[src/rtl/hififo_fpc_requester_pkg.sv]
`default_nettype none
// ============================================================================
// Module      : hififo_pkg
// Description : Shared constants and types for the HIFIFO from-PC request
//               engine: pointer and page-entry widths, block shift, PIO
//               register offsets and the issue FSM state encoding.
// Revision    : 1.0 - initial release
// ============================================================================
package hififo_pkg;

    localparam int PTR_W       = 19;   // block pointer width (pin/pout/stop/match)
    localparam int PAGE_LSB    = 14;   // ptr[18:14] = page index, ptr[13:0] = block
    localparam int PT_ENTRY_W  = 43;   // page base, byte address bits [63:21]
    localparam int PT_ENTRIES  = 32;
    localparam int BLOCK_SHIFT = 7;    // 128-byte blocks

    localparam logic [12:0] PIO_OFF_STOP  = 13'd0;
    localparam logic [12:0] PIO_OFF_MATCH = 13'd1;
    localparam logic [12:0] PIO_OFF_ERR   = 13'd2;
    localparam logic [12:0] PIO_OFF_PT    = 13'd32;

    typedef enum logic [1:0] {
        ST_IDLE   = 2'd0,
        ST_LOOKUP = 2'd1,
        ST_REQ    = 2'd2
    } issue_state_t;

endpackage
`default_nettype wire

[src/rtl/hififo_fpc_requester_if.sv]
`default_nettype none
// ============================================================================
// Module      : hififo_fpc_requester_if
// Description : Bus bundle between the fpc requester and its neighbours:
//               TX read-request handshake, RX completion notification and
//               fpc FIFO reservation / retire strobes.
//               master = requester side, slave = surrounding fabric.
// Revision    : 1.0 - initial release
// ============================================================================
interface hififo_fpc_requester_if;

    logic        tx_rr_valid;
    logic        tx_rr_ready;
    logic [63:0] tx_rr_addr;
    logic [7:0]  tx_rr_tag;

    logic        rx_cpl_valid;
    logic [7:0]  rx_cpl_tag;

    logic        fpc_rr_valid;
    logic        fpc_rr_ready;
    logic        fpc_retire_valid;
    logic [4:0]  fpc_retire_tag;

    modport master (
        output tx_rr_valid, tx_rr_addr, tx_rr_tag,
        output fpc_rr_ready, fpc_retire_valid, fpc_retire_tag,
        input  tx_rr_ready, rx_cpl_valid, rx_cpl_tag, fpc_rr_valid
    );

    modport slave (
        input  tx_rr_valid, tx_rr_addr, tx_rr_tag,
        input  fpc_rr_ready, fpc_retire_valid, fpc_retire_tag,
        output tx_rr_ready, rx_cpl_valid, rx_cpl_tag, fpc_rr_valid
    );

endinterface
`default_nettype wire

[src/rtl/hififo_fpc_requester_tag_tracker.sv]
`default_nettype none
// ============================================================================
// Module      : hififo_tag_tracker
// Description : Completion map and in-order retire for the fpc requester.
//               Holds the NTAGS-bit done map and the retire pointer pout;
//               retires at most one head block per cycle.
// Ports       : clock, pci_reset_n      - clock, async active-low reset
//               pin                     - issue pointer from the top level
//               cpl_valid / cpl_tag     - completion notification
//               err_clear               - clears sticky error bits
//               pout                    - retire pointer
//               retire_valid/retire_tag - one-cycle retire strobe
//               err                     - {duplicate, spurious} sticky bits
// Config      : HIFIFO_FPC_ERRCHK_EN - drop and flag completions for tags
//               that are not outstanding or already completed.
// Revision    : 1.0 - initial release
// ============================================================================
module hififo_tag_tracker
    import hififo_pkg::*;
#(
    parameter int NTAGS = 32
) (
    input  wire              clock,
    input  wire              pci_reset_n,
    input  wire  [PTR_W-1:0] pin,
    input  wire              cpl_valid,
    input  wire  [7:0]       cpl_tag,
    input  wire              err_clear,
    output logic [PTR_W-1:0] pout,
    output logic             retire_valid,
    output logic [4:0]       retire_tag,
    output logic [1:0]       err
);

    localparam int TAG_W = $clog2(NTAGS);

    logic [NTAGS-1:0] r_done;
    logic [NTAGS-1:0] w_done_next;
    logic [PTR_W-1:0] r_pout;
    logic             r_retire_valid;
    logic [4:0]       r_retire_tag;
    logic [TAG_W-1:0] w_head;
    logic [TAG_W-1:0] w_cpl_idx;
    logic             w_retire;
    logic             w_accept;

    assign w_head    = r_pout[TAG_W-1:0];
    assign w_cpl_idx = cpl_tag[TAG_W-1:0];
    assign w_retire  = r_done[w_head] && (r_pout != pin);

`ifdef HIFIFO_FPC_ERRCHK_EN
    // A tag is outstanding when its distance from the head (mod NTAGS)
    // is below the number of blocks in flight.
    logic [TAG_W-1:0] w_offset;
    logic [PTR_W-1:0] w_inflight;
    logic             w_outstanding;
    logic             w_spurious;
    logic             w_duplicate;
    logic [1:0]       r_err;

    assign w_offset      = w_cpl_idx - w_head;
    assign w_inflight    = pin - r_pout;
    assign w_outstanding = (cpl_tag[7:TAG_W] == '0) &&
                           ({{(PTR_W-TAG_W){1'b0}}, w_offset} < w_inflight);
    assign w_spurious    = cpl_valid && !w_outstanding;
    assign w_duplicate   = cpl_valid && w_outstanding && r_done[w_cpl_idx];
    assign w_accept      = cpl_valid && w_outstanding && !r_done[w_cpl_idx];
    assign err           = r_err;

    always_ff @(posedge clock or negedge pci_reset_n) begin
        if (!pci_reset_n) begin
            r_err <= 2'b00;
        end else begin
            // A new error in the clearing cycle is still recorded.
            r_err <= (err_clear ? 2'b00 : r_err) | {w_duplicate, w_spurious};
        end
    end
`else
    logic w_unused_err;
    assign w_unused_err = ^cpl_tag[7:TAG_W] ^ err_clear;
    assign w_accept     = cpl_valid;
    assign err          = 2'b00;
`endif

    always_comb begin
        w_done_next = r_done;
        if (w_retire) begin
            w_done_next[w_head] = 1'b0;
        end
        if (w_accept) begin
            w_done_next[w_cpl_idx] = 1'b1;
        end
    end

    always_ff @(posedge clock or negedge pci_reset_n) begin
        if (!pci_reset_n) begin
            r_done         <= '0;
            r_pout         <= '0;
            r_retire_valid <= 1'b0;
            r_retire_tag   <= 5'd0;
        end else begin
            r_done         <= w_done_next;
            r_retire_valid <= w_retire;
            if (w_retire) begin
                r_pout       <= r_pout + 1'b1;
                r_retire_tag <= 5'(w_head);
            end
        end
    end

    assign pout         = r_pout;
    assign retire_valid = r_retire_valid;
    assign retire_tag   = r_retire_tag;

endmodule
`default_nettype wire

[src/rtl/hififo_fpc_requester.sv]
`default_nettype none
// ============================================================================
// Module      : hififo_fpc_requester
// Description : From-PC read-request engine. Turns PIO-programmed pointers
//               and a 32-entry page table into 128-byte PCIe read requests,
//               one tag per request, and retires completed blocks in order.
// Ports       : clock, pci_reset_n - clock, async active-low reset
//               pio_*              - PIO write/read access to stop, match,
//                                    error register and page table
//               interrupt          - pulse after pout reaches match
//               bus (master)       - tx_rr_*, rx_cpl_*, fpc_* signals
// Config      : HIFIFO_FPC_ERRCHK_EN - completion error checking (see
//               hififo_tag_tracker); error register reads 0 otherwise.
// Revision    : 1.0 - initial release
// ============================================================================
module hififo_fpc_requester
    import hififo_pkg::*;
#(
    parameter int          NTAGS    = 32,
    parameter logic [12:0] PIO_BASE = 13'h0040
) (
    input  wire                     clock,
    input  wire                     pci_reset_n,
    input  wire                     pio_write_valid,
    input  wire                     pio_read_valid,
    input  wire  [12:0]             pio_address,
    input  wire  [63:0]             pio_write_data,
    output logic [63:0]             pio_read_data,
    output logic                    pio_read_done,
    output logic                    interrupt,
    hififo_fpc_requester_if.master  bus
);

    localparam int TAG_W = $clog2(NTAGS);

    issue_state_t          r_state;
    logic [PTR_W-1:0]      r_pin;
    logic [PTR_W-1:0]      r_stop;
    logic [PTR_W-1:0]      r_match;
    logic [PT_ENTRY_W-1:0] r_pt [PT_ENTRIES];
    logic                  r_tx_valid;
    logic [63:0]           r_tx_addr;
    logic [7:0]            r_tx_tag;
    logic                  r_rr_ready;
    logic [63:0]           r_rd_data;
    logic                  r_rd_done;
    logic                  r_irq;

    logic [PTR_W-1:0]      w_pout;
    logic                  w_retire_valid;
    logic [4:0]            w_retire_tag;
    logic [1:0]            w_err;
    logic [12:0]           w_off;
    logic                  w_wr_stop;
    logic                  w_wr_match;
    logic                  w_wr_err;
    logic                  w_wr_pt;
    logic [PTR_W-1:0]      w_inflight;
    logic                  w_can_issue;
    logic                  w_unused_bits;

    assign w_off         = pio_address - PIO_BASE;
    assign w_wr_stop     = pio_write_valid && (w_off == PIO_OFF_STOP);
    assign w_wr_match    = pio_write_valid && (w_off == PIO_OFF_MATCH);
    assign w_wr_err      = pio_write_valid && (w_off == PIO_OFF_ERR);
    assign w_wr_pt       = pio_write_valid && ((w_off & ~13'd31) == PIO_OFF_PT);
    assign w_unused_bits = ^pio_write_data[8:0];

    // Full/empty decided purely by the 19-bit pointer difference.
    assign w_inflight  = r_pin - w_pout;
    assign w_can_issue = (r_pin != r_stop) && (w_inflight < PTR_W'(NTAGS)) &&
                         bus.fpc_rr_valid;

    // Page table is deliberately not reset; software reloads it.
    always_ff @(posedge clock) begin
        if (w_wr_pt) begin
            r_pt[w_off[4:0]] <= pio_write_data[63:21];
        end
    end

    // Issue FSM: the LOOKUP cycle registers the page base into the request
    // address, so valid rises on entry to REQ and stays until accepted.
    always_ff @(posedge clock or negedge pci_reset_n) begin
        if (!pci_reset_n) begin
            r_state    <= ST_IDLE;
            r_pin      <= '0;
            r_tx_valid <= 1'b0;
            r_tx_addr  <= '0;
            r_tx_tag   <= '0;
            r_rr_ready <= 1'b0;
        end else begin
            r_rr_ready <= 1'b0;
            case (r_state)
                ST_IDLE: begin
                    if (w_can_issue) begin
                        r_state <= ST_LOOKUP;
                    end
                end
                ST_LOOKUP: begin
                    r_tx_valid <= 1'b1;
                    r_tx_addr  <= {r_pt[r_pin[PTR_W-1:PAGE_LSB]],
                                   r_pin[PAGE_LSB-1:0], {BLOCK_SHIFT{1'b0}}};
                    r_tx_tag   <= 8'(r_pin[TAG_W-1:0]);
                    r_state    <= ST_REQ;
                end
                ST_REQ: begin
                    if (bus.tx_rr_ready) begin
                        r_tx_valid <= 1'b0;
                        r_pin      <= r_pin + 1'b1;
                        r_rr_ready <= 1'b1;
                        r_state    <= ST_IDLE;
                    end
                end
                default: r_state <= ST_IDLE;
            endcase
        end
    end

    // PIO registers, read port and match interrupt.
    always_ff @(posedge clock or negedge pci_reset_n) begin
        if (!pci_reset_n) begin
            r_stop    <= '0;
            r_match   <= '0;
            r_rd_data <= '0;
            r_rd_done <= 1'b0;
            r_irq     <= 1'b0;
        end else begin
            if (w_wr_stop) begin
                r_stop <= pio_write_data[27:9];
            end
            if (w_wr_match) begin
                r_match <= pio_write_data[27:9];
            end
            r_rd_done <= pio_read_valid;
            if (pio_read_valid) begin
                case (w_off)
                    PIO_OFF_STOP:  r_rd_data <= 64'({w_pout, {BLOCK_SHIFT{1'b0}}});
                    PIO_OFF_MATCH: r_rd_data <= 64'({r_pin, {BLOCK_SHIFT{1'b0}}});
                    PIO_OFF_ERR:   r_rd_data <= 64'(w_err);
                    default:       r_rd_data <= '0;
                endcase
            end
            // retire_valid is high in the cycle pout has just advanced.
            r_irq <= w_retire_valid && (w_pout == r_match);
        end
    end

    hififo_tag_tracker #(
        .NTAGS (NTAGS)
    ) u_tag_tracker (
        .clock        (clock),
        .pci_reset_n  (pci_reset_n),
        .pin          (r_pin),
        .cpl_valid    (bus.rx_cpl_valid),
        .cpl_tag      (bus.rx_cpl_tag),
        .err_clear    (w_wr_err),
        .pout         (w_pout),
        .retire_valid (w_retire_valid),
        .retire_tag   (w_retire_tag),
        .err          (w_err)
    );

    assign bus.tx_rr_valid      = r_tx_valid;
    assign bus.tx_rr_addr       = r_tx_addr;
    assign bus.tx_rr_tag        = r_tx_tag;
    assign bus.fpc_rr_ready     = r_rr_ready;
    assign bus.fpc_retire_valid = w_retire_valid;
    assign bus.fpc_retire_tag   = w_retire_tag;
    assign pio_read_data        = r_rd_data;
    assign pio_read_done        = r_rd_done;
    assign interrupt            = r_irq;

endmodule
`default_nettype wire

[src/flat_wrapper.sv]
// flat-port wrapper written by rule: the top's interface ports become plain ports
module hififo_fpc_requester_flat import hififo_pkg::*;
#(
    parameter int          NTAGS    = 32,
    parameter logic [12:0] PIO_BASE = 13'h0040
)
  (clock, pci_reset_n, pio_write_valid, pio_read_valid, pio_address, pio_write_data, pio_read_data, pio_read_done, interrupt, bus_tx_rr_valid, bus_tx_rr_addr, bus_tx_rr_tag, bus_fpc_rr_ready, bus_fpc_retire_valid, bus_fpc_retire_tag, bus_tx_rr_ready, bus_rx_cpl_valid, bus_rx_cpl_tag, bus_fpc_rr_valid);
  hififo_fpc_requester_if bus_i ();
  input  wire clock;
  input  wire pci_reset_n;
  input  wire pio_write_valid;
  input  wire pio_read_valid;
  input  wire  [12:0] pio_address;
  input  wire  [63:0] pio_write_data;
  output logic [63:0] pio_read_data;
  output logic pio_read_done;
  output logic interrupt;
  output wire logic [$bits(bus_i.tx_rr_valid)-1:0] bus_tx_rr_valid;
  output wire logic [$bits(bus_i.tx_rr_addr)-1:0] bus_tx_rr_addr;
  output wire logic [$bits(bus_i.tx_rr_tag)-1:0] bus_tx_rr_tag;
  output wire logic [$bits(bus_i.fpc_rr_ready)-1:0] bus_fpc_rr_ready;
  output wire logic [$bits(bus_i.fpc_retire_valid)-1:0] bus_fpc_retire_valid;
  output wire logic [$bits(bus_i.fpc_retire_tag)-1:0] bus_fpc_retire_tag;
  input wire logic [$bits(bus_i.tx_rr_ready)-1:0] bus_tx_rr_ready;
  input wire logic [$bits(bus_i.rx_cpl_valid)-1:0] bus_rx_cpl_valid;
  input wire logic [$bits(bus_i.rx_cpl_tag)-1:0] bus_rx_cpl_tag;
  input wire logic [$bits(bus_i.fpc_rr_valid)-1:0] bus_fpc_rr_valid;
  assign bus_tx_rr_valid = bus_i.tx_rr_valid;
  assign bus_tx_rr_addr = bus_i.tx_rr_addr;
  assign bus_tx_rr_tag = bus_i.tx_rr_tag;
  assign bus_fpc_rr_ready = bus_i.fpc_rr_ready;
  assign bus_fpc_retire_valid = bus_i.fpc_retire_valid;
  assign bus_fpc_retire_tag = bus_i.fpc_retire_tag;
  assign bus_i.tx_rr_ready = bus_tx_rr_ready;
  assign bus_i.rx_cpl_valid = bus_rx_cpl_valid;
  assign bus_i.rx_cpl_tag = bus_rx_cpl_tag;
  assign bus_i.fpc_rr_valid = bus_fpc_rr_valid;
  hififo_fpc_requester #(.NTAGS(NTAGS), .PIO_BASE(PIO_BASE)) u_core (.clock(clock), .pci_reset_n(pci_reset_n), .pio_write_valid(pio_write_valid), .pio_read_valid(pio_read_valid), .pio_address(pio_address), .pio_write_data(pio_write_data), .pio_read_data(pio_read_data), .pio_read_done(pio_read_done), .interrupt(interrupt), .bus(bus_i));
endmodule
[config.mk]
export PLATFORM = sky130hd
export DESIGN_NAME = hififo_fpc_requester_flat
export DESIGN_NICKNAME = d
export VERILOG_FILES = /design/src/rtl/hififo_fpc_requester_pkg.sv /design/src/rtl/hififo_fpc_requester_if.sv /design/src/rtl/hififo_fpc_requester_tag_tracker.sv /design/src/rtl/hififo_fpc_requester.sv /design/src/flat_wrapper.sv
export SDC_FILE = /design/constraint.sdc
export NUM_CORES = 2
export LEC_CHECK = 0
export CELL_PAD_IN_SITES_DETAIL_PLACEMENT = 1
export CELL_PAD_IN_SITES_GLOBAL_PLACEMENT = 2
export CORE_MARGIN = 2
export CORE_UTILIZATION = 52
export DETAILED_ROUTE_END_ITERATION = 7
export GPL_TIMING_DRIVEN = 0
export HOLD_SLACK_MARGIN = 0.08
export PLACE_DENSITY_LB_ADDON = 0.3
export SLEW_MARGIN = 0
export SYNTH_ARGS = -nofsm -noshare
export SYNTH_HDL_FRONTEND = slang
export SYNTH_HIERARCHICAL = 1
export SYNTH_SLANG_ARGS = --single-unit
[constraint.sdc]
create_clock -name clock -period 5.4 [get_ports clock]
set_input_delay 0.54 -clock clock [delete_from_list [all_inputs] [get_ports clock]]
set_output_delay 0.54 -clock clock [all_outputs]
set_load 0.05 [all_outputs]
### Yosys cells after proc, flatten, opt, wreduce, memory -nomap -nowiden

Memory sizes are Yosys's and may differ from the RTL's. A register that Yosys moved wholly into a read port is not among the register bits.
Cells that the tools add are included.

| storage, ports and cells | value |
|---|---|
| memories | 1 |
| input bits | 92 |
| bits in latches | 0 |
| output and inout bits | 146 |
| bits in writable memories | 1376 |
| register bits after elaboration | 246 |
| memory bits (read-only) | 0 |

| operators by class | value |
|---|---|
| multiplexer cells | 18 |
| eq/ne operators | 9 |
| multiply operators | 0 |
| reductions and logical operators | 16 |
| div/mod/pow operators | 0 |
| $lt $le $gt $ge | 5 |
| add/sub/neg operators | 4 |
| shift operators | 0 |
| bitwise operators | 3 |

Memory list:

| name | depth | width | read ports | clocked after Yosys merged registers in | write ports | RTL line | RTL |
|---|---|---|---|---|---|---|---|
| u_core.r_pt | 32 | 43 | 1 | 1 | 1 | hififo_fpc_requester.sv:40 | `logic [PT_ENTRY_W-1:0] r_pt [PT_ENTRIES];` |

Operators by type and width:

| kind | number |
|---|---|
| 32-bit two-way mux | 2 |
| 26-bit case mux with 2 select lines | 1 |
| 19-bit by 1-bit adder with 19-bit output, second input constant | 2 |
| 19-bit inequality test | 2 |
| 32-bit AND | 1 |
| 32-bit NOT | 1 |
| 32-bit OR | 1 |
| 19-bit equality test | 1 |
| 19-bit by 6-bit less-than comparator with 1-bit output, second input constant | 1 |
| 19-bit subtractor | 1 |
| 13-bit by 1-bit equality test with 1-bit output, second input constant | 1 |
| 13-bit logical NOT | 1 |
| 13-bit by 7-bit subtractor with 13-bit output, second input constant | 1 |
| 5-bit by 6-bit less-than comparator with 1-bit output, second input constant | 2 |
| 1-bit demux with 5-bit select | 2 |
| 5-bit by 1-bit >= comparator with 1-bit output, second input constant | 2 |
| 1-bit logical AND | 9 |
| 8-bit by 1-bit equality test with 1-bit output, second input constant | 1 |
| 1-bit two-way mux | 8 |
| 2-bit case mux with 3 select lines | 1 |
| 2-bit AND reduction | 3 |
| 1-bit binary-select mux with 5-bit select | 1 |
| 2-bit two-way mux | 2 |
| 2-bit by 1-bit equality test with 1-bit output, second input constant | 1 |
| other kinds (7) | 7 |

### Depth between registers and ports, before layout

| logic depth | value |
|---|---|
| word-level depth | 9 |
| mapped depth | 11 |
| mapped depth without buffers | 9 |

### By module

Netlist, hierarchy kept.

By module, submodules not included:

| module | cells each | area an instance (sq um) | times used |
|---|---|---|---|
| hififo_fpc_requester | 2677 | 59236.8 | 1 |
| hififo_tag_tracker | 347 | 3285.7 | 1 |

### Least setup slack after synthesis

Ideal clock, no wire load.

| timing | value |
|---|---|
| path kind | input port to flip-flop |
| start point | in pio_address[6] |
| end point | mem u_core.r_pt[28][0] (enable) |
| arrival | 3.805 ns |
| required time | 4.956 ns |
| library setup time | 0.444 ns |
| stages | 8 |
| slack | 1.151 ns |
| cell sequence | inv_1 > ha_1 > or2_1 > o31ai_1 > nand3_1 > nor4_1 > nand3_1 > nor2_1 |

| between the ends | value |
|---|---|
| word-level cells in the longest chain between the ends | 5 |

RTL lines:

| what | RTL line | RTL |
|---|---|---|
| from (decl) | flat_wrapper.sv:13 | `input wire [12:0] pio_address;` |
| 13-bit by 7-bit subtractor with 13-bit output | hififo_fpc_requester.sv:62 | `assign w_off = pio_address - PIO_BASE;` |
| 8-bit by 1-bit equality test with 1-bit output | hififo_fpc_requester.sv:66 | `assign w_wr_pt = pio_write_valid && ((w_off & ~13'd31) == PIO_OFF_PT);` |
| 1-bit logical AND | hififo_fpc_requester.sv:66 |  |
| 1-bit two-way mux | hififo_fpc_requester.sv:76 | `if (w_wr_pt) begin` |
| 1-bit two-way mux (implied by the code) | hififo_fpc_requester.sv:77 | `r_pt[w_off[4:0]] <= pio_write_data[63:21];` |
| to (decl) | hififo_fpc_requester.sv:40 |  |

No other way between the ends.

==> results.txt <==
The run finished with clean final reports. For the boundary pin count, the log shows 238. Worst hold path endpoint: u_core/pio_read_done. Dividing total power by cell area gives a power density of 363 nW/um2.

The fmax is 222 MHz. The headroom to the max-slew limit is 0.0862, and the data required time of the critical path is 6.03 ns. Each instance of the synthesized netlist takes up on average 20.7 um2. The tools report the arrival time reported for the critical path endpoint as 5.13 ns. The die covers 123000 um2.

Worst setup slack after placement: 0.601 ns. The cell area after synthesis is 62500 um2, and the port buffer count is 172. For the effective utilization at floorplan, the log shows 0.522.

The worst ir drop on vdd was 0.324 mV; the clock sink count was 1574. The sequential standard cell area was 46300 um2. The static leakage power is 24.0 nW. For the pin with the worst max-slew slack, the measured transition is 1.37 ns.

Across all register-to-register paths, the minimum setup slack is 0.90 ns. The worst hold slack across all endpoints was 0.237 ns. In the layout the commonest cells are sky130_fd_sc_hd__edfxtp_1, sky130_fd_sc_hd__mux4_2, sky130_fd_sc_hd__dfrtp_1, sky130_fd_sc_hd__clkdlybuf4s50_1, sky130_fd_sc_hd__clkbuf_16. After detailed routing, the average wire length per cell comes to 34.4 um. The via density per instance is 6.44. The pin count of the biggest net entering global routing was 116; the number of antenna violations at the first check in global routing was 4. Number of nets with antenna violations after routing: 0. The class of the worst hold path was in2reg.

The tools report the hold path startpoint as pio_read_valid. Summing over every cut layer, the via total after detailed routing is 33.6k. The number of iterations in the first detailed-routing pass is 7, and the area of the multi-input gates is 15300 um2.

In this run the worst path has a maximum fanout of 10. The run gives 0.80 ns as the source-to-sink clock delay at the later pin of the worst-skew pair. In the post-route analysis, the smallest setup slack over all paths is 0.899 ns.

The final layout contains 3590 nets. For the first-pass GRT wire length, the log shows 258000 um. The tools report the final weighted congestion in routability-driven placement as 0.861. The portion of the clock cycle consumed by the worst path in the final layout came out at 0.833.

Endpoint class of the critical path: a flip-flop. The tools report the critical register-to-register path startpoint as u_core/r_pin[15]. In this run, the number of DRC markers left after iteration 0 of detailed routing was 3804.

Counting along the longest clock path gives a buffer depth of 3. Setup repair after global routing left no endpoint under its margin. The final setup violation count was 0. The class of the most critical setup path is reg2reg. The clock slew seen by the registers of the worst setup and hold paths was 0.06 ns. Yosys printed 49 warnings.

The worst setup path is launched from a flip-flop. The H-tree was split into 4 levels. The instance count along the most critical hold path is 1. The setup skew after layout is 0.0302 ns, and the DRC violation count after routing is 0. For the count of final hold-check violations, the log shows 0.

In this run the horizontal extent of the chip is 351 um. The run gives 0 ns as the total negative slack. The total global routing track utilization was 0.299; the residual overflow from global routing was 0. The run gives 179000 um as the detailed-route wire length.

TritonCTS built the clock tree. The number of cells on the worst reg-to-reg path is 7. The layout-stage area growth over the synthesis result works out to 17.4%. After technology mapping, the gate count stands at 3023.

The run gives 0 as the max-slew violation total from the final report. The logs give 35.7k for the number of global-route vias before repair and 127 for the row count. From bottom edge to top edge, the die measures 351 um. After layout, the design draws a total of 26.7 mW.

For the core box area, the log shows 120000 um2. TritonCTS created 158 clock buffers. The total half-perimeter wirelength after legalization and detailed placement was 116000 um; the total of fill cells in the finished design was 10.0k.

Leaving out fill and tap cells, the most frequent cell in the layout is sky130_fd_sc_hd__edfxtp_1. Proportion of layout cells with a drive suffix above 1: 0.264. The tools report the worst reg2reg path endpoint as u_core/bus.tx_rr_addr[59]. The number of gates resized after CTS was 0. Max-cap violations in this run came to 0. The cell sitting at the root of the clock tree is a sky130_fd_sc_hd__clkbuf_16. Post-route minimum period: 4.50 ns.
## worst max-delay path by stage
stage	startpoint	endpoint	cells after the start
floorplan	pio_address[6]	u_core/r_pt[28][0]	8
finish	u_core/r_pin[15]	u_core/bus.tx_rr_addr[59]	7
global route	u_core/r_pin[15]	u_core/bus.tx_rr_addr[59]	7
detailed placement	pio_address[6]	u_core/r_pt[10][9]	11
global placement	pci_reset_n	u_core/bus.tx_rr_addr[32]	1
CTS	u_core/r_pin[15]	u_core/bus.tx_rr_addr[59]	7
## sequential cells by signal (all words and copies together) (netlist names)
name / flops
u_core/r_pt: 1376
u_core/bus.tx_rr_addr: 53
u_core/u_tag_tracker/r_done: 32
u_core/pio_read_data: 21
u_core/r_match: 19
u_core/r_pin: 19
u_core/r_stop: 19
u_core/u_tag_tracker/pout: 19
u_core/u_tag_tracker/retire_tag: 5
u_core/bus.tx_rr_tag: 4
u_core/r_state: 2
u_core/bus.fpc_rr_ready: 1
u_core/bus.tx_rr_valid: 1
u_core/interrupt: 1
u_core/pio_read_done: 1
u_core/u_tag_tracker/retire_valid: 1
## critical path, cell delays in order, from the launching register on
cell,delay [ns]
sky130_fd_sc_hd__dfrtp_1,0.46
sky130_fd_sc_hd__clkbuf_1,0.42
sky130_fd_sc_hd__clkbuf_1,0.88
sky130_fd_sc_hd__buf_1,1.01
sky130_fd_sc_hd__mux4_2,0.43
sky130_fd_sc_hd__mux4_2,0.57
sky130_fd_sc_hd__mux2i_1,0.44
sky130_fd_sc_hd__o21ai_1,0.11
## final cells by class
class,count,area share
clock inverters,100,0.0150
diodes,2,0.0000682
clock buffers,192,0.0570
inverters,55,0.00281
plain buffers,222,0.0159
well taps,1612,0.0275
repair buffers,238,0.0426
flip-flops and latches,1574,0.631
multi-input cells,1225,0.209
## where the power goes
part / total (mW) / internal, mW / switching, mW
Clock: 11.3 / 6.47 / 4.80
Sequential: 13.6 / 13.4 / 0.181
Combinational: 1.80 / 0.593 / 1.20
## routing by layer
layer  wire (um)  up-vias  track usage
met4        6570        4        0.112
met2       92400     1888        0.507
met5          27        -            0
li1            -    13200            -
met3       14700      384       0.0506
met1       65600    18100        0.391
## through the flow
| stage | std cells | utilization | area (um2) |
|---|---|---|---|
| 6_report | 5220 | 0.613 | 73400 |
| 5_1_grt | 5219 | 0.613 | 73400 |
| 3_3_place_gp | 4860 | 0.555 | 66500 |
| 4_1_cts | 5218 | 0.614 | 73400 |
| 3_5_place_dp | 4925 | 0.569 | 68100 |
| 2_1_floorplan | 3076 | - | 62700 |
## what timing repair did
action                                 in CTS  in global routing
hold buffers                                1                  0
setup endpoints to repair                   0                  0
endpoints found under the hold margin      83                  0
buffers inserted                            0                  0
(Power assumes the default switching activity.)
